### src/rtl/hazard_pkg.sv
// rtl/hazard_pkg.sv - opcode constants and source-decode helpers for the hazard unit
package hazard_pkg;

  localparam logic [4:0] OP_RTYPE = 5'b00000;
  localparam logic [4:0] OP_BNE   = 5'b00010;
  localparam logic [4:0] OP_JR    = 5'b00100;
  localparam logic [4:0] OP_ADDI  = 5'b00101;
  localparam logic [4:0] OP_BLT   = 5'b00110;
  localparam logic [4:0] OP_SW    = 5'b00111;
  localparam logic [4:0] OP_LW    = 5'b01000;

  localparam logic [4:0] ALU_MUL  = 5'b00110;
  localparam logic [4:0] ALU_DIV  = 5'b00111;

  // Instructions whose rd field names a register that is read, not written.
  function automatic logic reads_rd(input logic [4:0] op);
    return (op == OP_SW) || (op == OP_BNE) || (op == OP_BLT) || (op == OP_JR);
  endfunction

  function automatic logic is_jtype(input logic [4:0] op);
    return (op == 5'b00001) || (op == 5'b00011) || (op == 5'b10101) || (op == 5'b10110);
  endfunction

endpackage

### src/rtl/scoreboard_stall_if.sv
// rtl/scoreboard_stall_if.sv - decode/execute view and stall outputs of the hazard unit
interface scoreboard_stall_if #(
  parameter int REG_W = 5,
  parameter int OP_W  = 5,
  parameter int CNT_W = 32
);
  logic [OP_W-1:0]  op_D;
  logic [OP_W-1:0]  aluop_D;
  logic [REG_W-1:0] rs_D;
  logic [REG_W-1:0] rt_D;
  logic [REG_W-1:0] rd_D;
  logic [OP_W-1:0]  op_X;
  logic [REG_W-1:0] rd_X;
  logic             flush_X;
  logic             md_start;
  logic [REG_W-1:0] md_rd;
  logic             md_done;
  logic             stall;
  logic             stall_load;
  logic             stall_md;
  logic [CNT_W-1:0] stall_count;

  modport master (
    output op_D, aluop_D, rs_D, rt_D, rd_D, op_X, rd_X, flush_X, md_start, md_rd, md_done,
    input  stall, stall_load, stall_md, stall_count
  );

  modport slave (
    input  op_D, aluop_D, rs_D, rt_D, rd_D, op_X, rd_X, flush_X, md_start, md_rd, md_done,
    output stall, stall_load, stall_md, stall_count
  );
endinterface

### src/rtl/load_track.sv
// rtl/load_track.sv - in-flight load shift chain; flags a match against two D-stage sources
module load_track #(
  parameter int LOAD_LAT = 1,
  parameter int REG_W    = 5
) (
  input  logic             clock,
  input  logic             reset,
  input  logic             in_valid,
  input  logic [REG_W-1:0] in_reg,
  input  logic             qa_en,
  input  logic [REG_W-1:0] qa_reg,
  input  logic             qb_en,
  input  logic [REG_W-1:0] qb_reg,
  output logic             match
);

  // Entry 0 is the live X-stage load; only entries 1..LOAD_LAT-1 are stored.
  localparam int DEPTH = (LOAD_LAT > 1) ? LOAD_LAT - 1 : 1;

  logic [DEPTH-1:0] vld_q, vld_d;
  logic [REG_W-1:0] reg_q [DEPTH];
  logic [REG_W-1:0] reg_d [DEPTH];

  function automatic logic hits(input logic v, input logic [REG_W-1:0] r,
                                input logic a_en, input logic [REG_W-1:0] a,
                                input logic b_en, input logic [REG_W-1:0] b);
    return v && (r != '0) && ((a_en && (a == r)) || (b_en && (b == r)));
  endfunction

  always_comb begin
    vld_d    = '0;
    reg_d    = '{default: '0};
    vld_d[0] = in_valid;
    reg_d[0] = in_reg;
    for (int k = 1; k < DEPTH; k++) begin
      vld_d[k] = vld_q[k-1];
      reg_d[k] = reg_q[k-1];
    end
    match = hits(in_valid, in_reg, qa_en, qa_reg, qb_en, qb_reg);
    for (int k = 0; k < DEPTH; k++) begin
      if (k < LOAD_LAT - 1) begin
        match = match | hits(vld_q[k], reg_q[k], qa_en, qa_reg, qb_en, qb_reg);
      end
    end
  end

  // Shifts unconditionally: a D-stage stall never holds older stages.
  always_ff @(posedge clock) begin
    if (reset) begin
      vld_q <= '0;
      reg_q <= '{default: '0};
    end else begin
      vld_q <= vld_d;
      reg_q <= reg_d;
    end
  end

endmodule

### src/rtl/scoreboard_stall.sv
// rtl/scoreboard_stall.sv - decode hold logic for multi-cycle loads and the iterative mul/div unit
module scoreboard_stall
  import hazard_pkg::*;
#(
  parameter int REG_W    = 5,
  parameter int OP_W     = 5,
  parameter int LOAD_LAT = 1,
  parameter int CNT_W    = 32
) (
  input logic               clock,
  input logic               reset,
  scoreboard_stall_if.slave bus
);

  logic [OP_W-1:0]  op_dec, alu_dec, op_ex;
  logic [REG_W-1:0] rs_dec, rt_dec, rd_dec, rd_ex;
  logic             use_rs, use_rt, use_rd, q2_en;
  logic [REG_W-1:0] q2_reg;
  logic             load_hit, md_hit;
  logic             md_busy_q, md_busy_d;
  logic [REG_W-1:0] md_reg_q, md_reg_d;
  logic [CNT_W-1:0] cnt_q, cnt_d;
  logic             stall_w;

  assign op_dec  = bus.op_D;
  assign alu_dec = bus.aluop_D;
  assign op_ex   = bus.op_X;
  assign rs_dec  = bus.rs_D;
  assign rt_dec  = bus.rt_D;
  assign rd_dec  = bus.rd_D;
  assign rd_ex   = bus.rd_X;

  assign use_rs = !is_jtype(op_dec);
  assign use_rt = (op_dec == OP_RTYPE);
  assign use_rd = reads_rd(op_dec);

  // rt and rd-as-source never apply to the same opcode, so one port covers both.
  assign q2_en  = use_rt | use_rd;
  assign q2_reg = use_rt ? rt_dec : rd_dec;

  load_track #(
    .LOAD_LAT (LOAD_LAT),
    .REG_W    (REG_W)
  ) u_load_track (
    .clock    (clock),
    .reset    (reset),
    .in_valid ((op_ex == OP_LW) && !bus.flush_X),
    .in_reg   (rd_ex),
    .qa_en    (use_rs),
    .qa_reg   (rs_dec),
    .qb_en    (q2_en),
    .qb_reg   (q2_reg),
    .match    (load_hit)
  );

  always_comb begin
    md_busy_d = md_busy_q;
    md_reg_d  = md_reg_q;
    if (bus.md_done) md_busy_d = 1'b0;
    if (bus.md_start) begin
      md_busy_d = 1'b1;
      md_reg_d  = bus.md_rd;
    end
  end

  always_comb begin
    md_hit = 1'b0;
    if (md_busy_q && (md_reg_q != '0)) begin
      md_hit = (use_rt && ((alu_dec == ALU_MUL) || (alu_dec == ALU_DIV)))
             | (use_rs && (rs_dec == md_reg_q))
             | (q2_en  && (q2_reg == md_reg_q))
             | (((op_dec == OP_RTYPE) || (op_dec == OP_ADDI) || (op_dec == OP_LW))
                && (rd_dec == md_reg_q));
    end
  end

  assign bus.stall_load = !reset && load_hit;
  assign bus.stall_md   = !reset && md_hit;
  assign stall_w        = bus.stall_load | bus.stall_md;
  assign bus.stall      = stall_w;

  always_comb begin
    cnt_d = cnt_q;
    if (stall_w && (cnt_q != '1)) cnt_d = cnt_q + 1'b1;
  end

  always_ff @(posedge clock) begin
    if (reset) begin
      md_busy_q <= 1'b0;
      md_reg_q  <= '0;
      cnt_q     <= '0;
    end else begin
      md_busy_q <= md_busy_d;
      md_reg_q  <= md_reg_d;
      cnt_q     <= cnt_d;
    end
  end

  assign bus.stall_count = cnt_q;

endmodule

### src/flat_wrapper.sv
// flat-port wrapper written by rule: the top's interface ports become plain ports
module scoreboard_stall_flat import hazard_pkg::*;
#(
  parameter int REG_W    = 5,
  parameter int OP_W     = 5,
  parameter int LOAD_LAT = 1,
  parameter int CNT_W    = 32
)
  (clock, reset, bus_op_D, bus_aluop_D, bus_rs_D, bus_rt_D, bus_rd_D, bus_op_X, bus_rd_X, bus_flush_X, bus_md_start, bus_md_rd, bus_md_done, bus_stall, bus_stall_load, bus_stall_md, bus_stall_count);
  scoreboard_stall_if #(.REG_W(REG_W), .OP_W(OP_W), .CNT_W(CNT_W)) bus_i ();
  input logic clock;
  input logic reset;
  input wire logic [$bits(bus_i.op_D)-1:0] bus_op_D;
  input wire logic [$bits(bus_i.aluop_D)-1:0] bus_aluop_D;
  input wire logic [$bits(bus_i.rs_D)-1:0] bus_rs_D;
  input wire logic [$bits(bus_i.rt_D)-1:0] bus_rt_D;
  input wire logic [$bits(bus_i.rd_D)-1:0] bus_rd_D;
  input wire logic [$bits(bus_i.op_X)-1:0] bus_op_X;
  input wire logic [$bits(bus_i.rd_X)-1:0] bus_rd_X;
  input wire logic [$bits(bus_i.flush_X)-1:0] bus_flush_X;
  input wire logic [$bits(bus_i.md_start)-1:0] bus_md_start;
  input wire logic [$bits(bus_i.md_rd)-1:0] bus_md_rd;
  input wire logic [$bits(bus_i.md_done)-1:0] bus_md_done;
  output wire logic [$bits(bus_i.stall)-1:0] bus_stall;
  output wire logic [$bits(bus_i.stall_load)-1:0] bus_stall_load;
  output wire logic [$bits(bus_i.stall_md)-1:0] bus_stall_md;
  output wire logic [$bits(bus_i.stall_count)-1:0] bus_stall_count;
  assign bus_i.op_D = bus_op_D;
  assign bus_i.aluop_D = bus_aluop_D;
  assign bus_i.rs_D = bus_rs_D;
  assign bus_i.rt_D = bus_rt_D;
  assign bus_i.rd_D = bus_rd_D;
  assign bus_i.op_X = bus_op_X;
  assign bus_i.rd_X = bus_rd_X;
  assign bus_i.flush_X = bus_flush_X;
  assign bus_i.md_start = bus_md_start;
  assign bus_i.md_rd = bus_md_rd;
  assign bus_i.md_done = bus_md_done;
  assign bus_stall = bus_i.stall;
  assign bus_stall_load = bus_i.stall_load;
  assign bus_stall_md = bus_i.stall_md;
  assign bus_stall_count = bus_i.stall_count;
  scoreboard_stall #(.REG_W(REG_W), .OP_W(OP_W), .LOAD_LAT(LOAD_LAT), .CNT_W(CNT_W)) u_core (.clock(clock), .reset(reset), .bus(bus_i));
endmodule
### config.mk
export PLATFORM = sky130hd
export DESIGN_NAME = scoreboard_stall_flat
export DESIGN_NICKNAME = d
export VERILOG_FILES = /design/src/rtl/hazard_pkg.sv /design/src/rtl/scoreboard_stall_if.sv /design/src/rtl/load_track.sv /design/src/rtl/scoreboard_stall.sv /design/src/flat_wrapper.sv
export SDC_FILE = /design/constraint.sdc
export NUM_CORES = 1
export LEC_CHECK = 0
export ABC_AREA = 0
export BUFFER_PORTS_ARGS = -buffer_cell sky130_fd_sc_hd__buf_2
export CAP_MARGIN = 20
export CORE_MARGIN = 2
export CORE_UTILIZATION = 55
export DETAILED_ROUTE_END_ITERATION = 12
export GPL_TIMING_DRIVEN = 0
export PLACE_DENSITY = 0.86
export SYNTH_ARGS = -nofsm -noshare
export SYNTH_HDL_FRONTEND = slang
export SYNTH_SLANG_ARGS = --single-unit
### constraint.sdc
create_clock -name clock -period 7.15 [get_ports clock]
set_input_delay 1.0725 -clock clock [delete_from_list [all_inputs] [get_ports clock]]
set_output_delay 1.0725 -clock clock [all_outputs]
set_load 0.02 [all_outputs]
=== Word level (Yosys, flattened, before mapping) ===
Cells that the tools add are included.

* Mux-type cells: 4
* $add $sub $neg: 1
* Eq/ne operators: 19
* Reduce and logical (&&, ||, !) cells: 30
* Bitwise logic cells: 5

{| class="wikitable"
|+ Operator list
! kind !! count
|-
| $add 32x1->32 const B || 1
|-
| $ne 32x32->1 const B || 1
|-
| $eq 5x3->1 const B || 6
|-
| $eq 5x5->1 || 5
|-
| $logic_and 1x1->1 || 13
|-
| $eq 5x2->1 const B || 2
|-
| $eq 5x4->1 const B || 2
|-
| $eq 5x5->1 const B || 2
|-
| $logic_or 1x1->1 || 10
|-
| $reduce_bool 5->1 || 2
|-
| $eq 5x1->1 const B || 1
|-
| $logic_not 5->1 || 1
|-
| $mux 5 || 1
|-
| $or 1x1->1 || 5
|-
| $logic_not 1->1 || 3
|-
| $mux 1 || 3
|-
| $reduce_bool 2->1 || 1
|}

* Word-level logic and storage cells: 62
* Register bits after elaboration: 38
* Input bits: 45
* Output and inout bits: 35

=== Depth between registers and ports, before layout ===
* Depth in word-level cells: 13
* Gate-level depth with buffers: 11
* Gate-level depth less buffers: 8

=== Cells and area by module ===
Synthesis repeated with hierarchy kept, for this count alone.

* Cell total of the unflattened synthesis: 297
* Area total of the unflattened synthesis: 2352.3 um^2

{| class="wikitable"
|+ Modules (own cells, without submodules)
! module !! seq. area each (um^2) !! area an instance (um^2) !! cells an instance !! times used
|-
| scoreboard_stall || 760.7 || 2218.4 || 280 || 1
|-
| load_track || 0.0 || 133.9 || 17 || 1
|}

=== Least setup slack after synthesis ===
Ideal clock, no wire load.

* Path kind: input-to-output
* Start point: input bus_op_D[0]
* End point: output bus_stall
* Arrival: 3000 ps
* Path slack: 3078 ps
* Path buffers: 0
* Cell stages on the path: 7
* Required time: 6077 ps
* Cells stage by stage: or4_4 > nor2_8 > o211ai_1 > and2_4 > o41ai_4 > nor2_1 > inv_1

* Cells in the longest elaborated chain, start to end: 12
* Elaborated cells between the ends (all ways): 39
* Classes of those cells: 12 x eq/ne; 2 x mux; 5 x bitwise; 20 x reduce/logical

{| class="wikitable"
|+ RTL lines
! what !! line !! source
|-
| start, declared || flat_wrapper.sv:13 || <nowiki>input wire logic [$bits(bus_i.op_D)-1:0] bus_op_D;</nowiki>
|-
| $eq 5x1->1 / $eq 5x2->1 (equally long branches) || hazard_pkg.sv:21 || <nowiki>return (op == 5'b00001) || (op == 5'b00011) || (op == 5'b10101) || (op == 5'b10110);</nowiki>
|-
| $logic_or 1x1->1 (3 in series) || hazard_pkg.sv:21 ||
|-
| $logic_not 1->1 || scoreboard_stall.sv:33 || <nowiki>assign use_rs = !is_jtype(op_dec);</nowiki>
|-
| $logic_and 1x1->1 || scoreboard_stall.sv:70 || <nowiki>| (use_rs && (rs_dec == md_reg_q))</nowiki>
|-
| $or 1x1->1 || scoreboard_stall.sv:70 ||
|-
| $or 1x1->1 || scoreboard_stall.sv:71 || <nowiki>| (q2_en && (q2_reg == md_reg_q))</nowiki>
|-
| $or 1x1->1 (*) || scoreboard_stall.sv:72 || <nowiki>| (((op_dec == OP_RTYPE) || (op_dec == OP_ADDI) || (op_dec == OP_LW))</nowiki>
|-
| $mux 1 (*) || scoreboard_stall.sv:68 || <nowiki>if (md_busy_q && (md_reg_q != '0)) begin</nowiki>
|-
| $logic_and 1x1->1 (*) || scoreboard_stall.sv:78 || <nowiki>assign bus.stall_md = !reset && md_hit;</nowiki>
|-
| via bus_stall_md || flat_wrapper.sv:26 || <nowiki>output wire logic [$bits(bus_i.stall_md)-1:0] bus_stall_md;</nowiki>
|-
| $or 1x1->1 (*) || scoreboard_stall.sv:79 || <nowiki>assign stall_w = bus.stall_load | bus.stall_md;</nowiki>
|-
| end, declared || flat_wrapper.sv:24 || <nowiki>output wire logic [$bits(bus_i.stall)-1:0] bus_stall;</nowiki>
|}

The timed path passes the listed nets; every way through them passes the cells marked *.

=== Final worst setup path ===
* Start point: input bus_op_D[1]
* End point: output bus_stall

* Cells in the longest elaborated chain, start to end: 12
* Elaborated cells between the ends (all ways): 39
* Classes of those cells: 12 x eq/ne; 2 x mux; 5 x bitwise; 20 x reduce/logical

{| class="wikitable"
|+ RTL lines
! what !! line
|-
| $eq 5x1->1 / $eq 5x2->1 (equally long branches) || hazard_pkg.sv:21
|-
| $logic_or 1x1->1 (3 in series) || hazard_pkg.sv:21
|-
| $logic_not 1->1 || scoreboard_stall.sv:33
|-
| $logic_and 1x1->1 || scoreboard_stall.sv:70
|-
| $or 1x1->1 || scoreboard_stall.sv:70
|-
| $or 1x1->1 || scoreboard_stall.sv:71
|-
| $or 1x1->1 || scoreboard_stall.sv:72
|-
| $mux 1 || scoreboard_stall.sv:68
|-
| $logic_and 1x1->1 || scoreboard_stall.sv:78
|-
| $or 1x1->1 (*) || scoreboard_stall.sv:79
|}

Mark *: on every way between the ends. The rest lies on a longest branch, timed or not.

==> impl_metrics.tcl <==
set metrics [dict create \
    buffer_ports.inserted 76 \
    antenna_cells_inserted 0 \
    globalRoute.totalOverflow 0 \
    stdcell_count 451 \
    drtPass1Iterations 4 \
    clock_sinks 38 \
    synth_enable_flop_cells 0 \
    holdWs_ns 0.498 \
    rsz_0062_raised_after_global_routing "no" \
    post_dp_cell_area_mm2 0.00290 \
    finalNetCount 444 \
    post-synth-top-area-cell "sky130_fd_sc_hd__dfxtp_1" \
    outcome "finished clean" \
    antenna_found_initial 0 \
    synth_sequential_area_ratio_pct 31.0 \
    layout_setup_ws_ns 2.72 \
    yosys.area.top_type_share_pct 31.0 \
    syn_inst 315 \
    timing.final.crit_period_ns 4.43 \
    cts_tree "done" \
    hold_viol 0 \
    routed_wire_per_std_cell_um 15.0 \
    vertical_die_dimension_um 70.8 \
    asyncSetResetFlopFracSynth_pct 0 \
    yosys.cell_count.top_type "sky130_fd_sc_hd__dfxtp_1" \
    finalWirelength_um 6780 \
    post-route-period-util_pct 62.0 \
    worst_ep_arrival_time_ns 3.36 \
    yosys_warn_count 0 \
    vias_in_the_first_global_route 2421 \
    post_synthesis_cell_area_mm2 0.00245 \
    cts_setup_buffers 0 \
    peakVddDrop_uv 91.6 \
    cts-resized-gates 0 \
    dr_total_vias 2722 \
    cts.reportedPaths.clkPinSlew_ns 0.07 \
    transition_time_of_the_tightest_slew_check_pin_ns 0.751 \
    placeableCoreArea_mm2 0.00432 \
    drt.antenna.violating_nets 0 \
    hpwlAfterDp_um 5030 \
    post-route-cell-area_mm2 0.00299 \
    drive_above_1_share_pct 25.1 \
    max_cap_viol 0 \
    fmax_mhz 226 \
    routed_via_density 6.04 \
    synthToLayoutAreaGrowth_pct 22.0 \
    core.rowCount 24 \
    ys_top_cells_by_count "sky130_fd_sc_hd__dfxtp_1, sky130_fd_sc_hd__a21oi_1, sky130_fd_sc_hd__o21ai_0" \
    synth_flop_cell "sky130_fd_sc_hd__dfxtp_1" \
    synthDistinctLibCells 50 \
    cp_data_required_time_ns 6.08 \
    die-area_mm2 0.00501 \
    synthTopCellsByArea "sky130_fd_sc_hd__dfxtp_1, sky130_fd_sc_hd__a21oi_1, sky130_fd_sc_hd__or3_1" \
    grt_first_pass_wirelength_um 11200 \
    critical_path.max_fanout 10 \
    classification_of_the_worst_slack_hold_path "reg2reg" \
    place_congestion 1.02 \
    power-per-cell-area_mw_per_mm2 143 \
    report.final.setup_viol 0 \
    grt_start_max_net_pins 13 \
    reg2reg_from "u_core.md_reg_q[3]" \
    cts_buffer_depth 2 \
    die_w_um 70.8 \
    slew_headroom_pct 49.5 \
    crit_path_end_kind "primary output" \
    total_leakage_power_nw 1.18 \
    start_util_pct 56.7 \
    worstHoldStart "u_core.md_busy_q" \
    crit_type "in2out" \
    placed_cells_incl_taps 443 \
    ys_seq_elements 38 \
    insertion_delay_ns 0.30 \
    fin_setup_tns_ns 0 \
    htree_levels 2 \
    syn_avg_cell_area_um2 7.79 \
    slew_viol_final 0 \
    cts_hold_buffers 0 \
    clk_root_buffer_cell "sky130_fd_sc_hd__clkbuf_8" \
    synthesis.nets 361 \
    io-pin-count 80 \
    preCtsSetupSlack_ns 2.78 \
    number_of_buffers_created_by_cts 5 \
    post-route-drc-count 0 \
    timing.critical_path.from "bus_op_D[1]" \
    clock-skew-final_ns 0.00788 \
    n_fill_cell 359 \
    grtUsageTotal_pct 27.4 \
    type_of_origin_of_the_critical_path "primary input" \
    initialDrtViolationCount 216 \
]
[sequential cells by signal, summed over array words and instances, names as in the netlist]
register / flops
u_core.bus.stall_count: 32
u_core.md_busy_q: 1
u_core.md_reg_q: 5
[layout by cell type, fill, tap and decap left out, types with 10 or more instances in the layout]
master,netlist,routed
sky130_fd_sc_hd__buf_2,2,78
sky130_fd_sc_hd__nand2_1,18,18
sky130_fd_sc_hd__or3_1,20,20
sky130_fd_sc_hd__xor2_1,10,10
sky130_fd_sc_hd__dfxtp_1,38,38
sky130_fd_sc_hd__o21ai_0,24,24
sky130_fd_sc_hd__or4_1,10,10
sky130_fd_sc_hd__nor2_1,19,19
sky130_fd_sc_hd__inv_1,13,13
sky130_fd_sc_hd__clkbuf_1,13,13
sky130_fd_sc_hd__nand3_1,19,19
sky130_fd_sc_hd__a21oi_1,31,31
[per-layer routing]
metal / up-vias / global-route usage [%] / wire length [um]
li1: 1337 / - / -
met1: 1250 / 35.3 / 2850
met2: 125 / 45.2 / 3340
met3: 10 / 6.27 / 471
met4: 0 / 9.64 / 119
met5: - / 0 / 0
[kinds of logic after synthesis]
family                     synth area share (%)
and+or+nand+nor                            31.5
xor gates and xnor gates                   6.78
muxes                                      3.82
buffers and inverters                      4.84
DFF                                        31.0
AOI/OAI and AO/OA                          21.6
adders and majority gates                 0.510
[final cells by class]
class / count / area, um2 / area share (%)
well taps: 52 / 65.1 / 2.17
flip-flops and latches: 38 / 761 / 25.4
inverters: 13 / 48.8 / 1.63
clock buffers: 6 / 82.6 / 2.76
multi-input cells: 248 / 1570 / 52.6
clock inverters: 2 / 12.5 / 0.418
repair buffers: 76 / 380 / 12.7
plain buffers: 16 / 70.1 / 2.34
[worst paths after layout]
path | slack (ns) | cells past startpoint | end
worst min-delay path | 0.50 | 2 | u_core.md_busy_q
worst min register to register | 0.50 | 2 | u_core.md_busy_q
worst max register to register | 4.30 | 10 | u_core.bus.stall_count[1]
worst max-delay path | 2.72 | 9 | bus_stall
[worst max-delay path, stage by stage]
cell and delay [ns]:
sky130_fd_sc_hd__clkbuf_1 0.40, sky130_fd_sc_hd__nand4b_1 0.15, sky130_fd_sc_hd__a31oi_1 0.35, sky130_fd_sc_hd__nor4_1 0.14, sky130_fd_sc_hd__o31ai_1 0.42, sky130_fd_sc_hd__o41ai_4 0.20
sky130_fd_sc_hd__nor2_1 0.40, sky130_fd_sc_hd__inv_1 0.07, sky130_fd_sc_hd__buf_2 0.17
[power by group]
| group | switching (mW) | internal (mW) | total [mW] |
|---|---|---|---|
| Combinational | 0.0303 | 0.0252 | 0.0555 |
| Sequential | 0.00268 | 0.214 | 0.216 |
| Clock | 0.0785 | 0.0775 | 0.156 |
[per-stage QoR]
step | util [%] | power, mW
final | 69.2 | 0.428
after global routing | 69.2 | 0.446
after CTS | 69.2 | 0.430
after detailed placement | 67.0 | 0.276
after global placement | 67.0 | 0.274
after floorplan | - | 0.252
No activity file was read; power rests on OpenSTA's default activity.
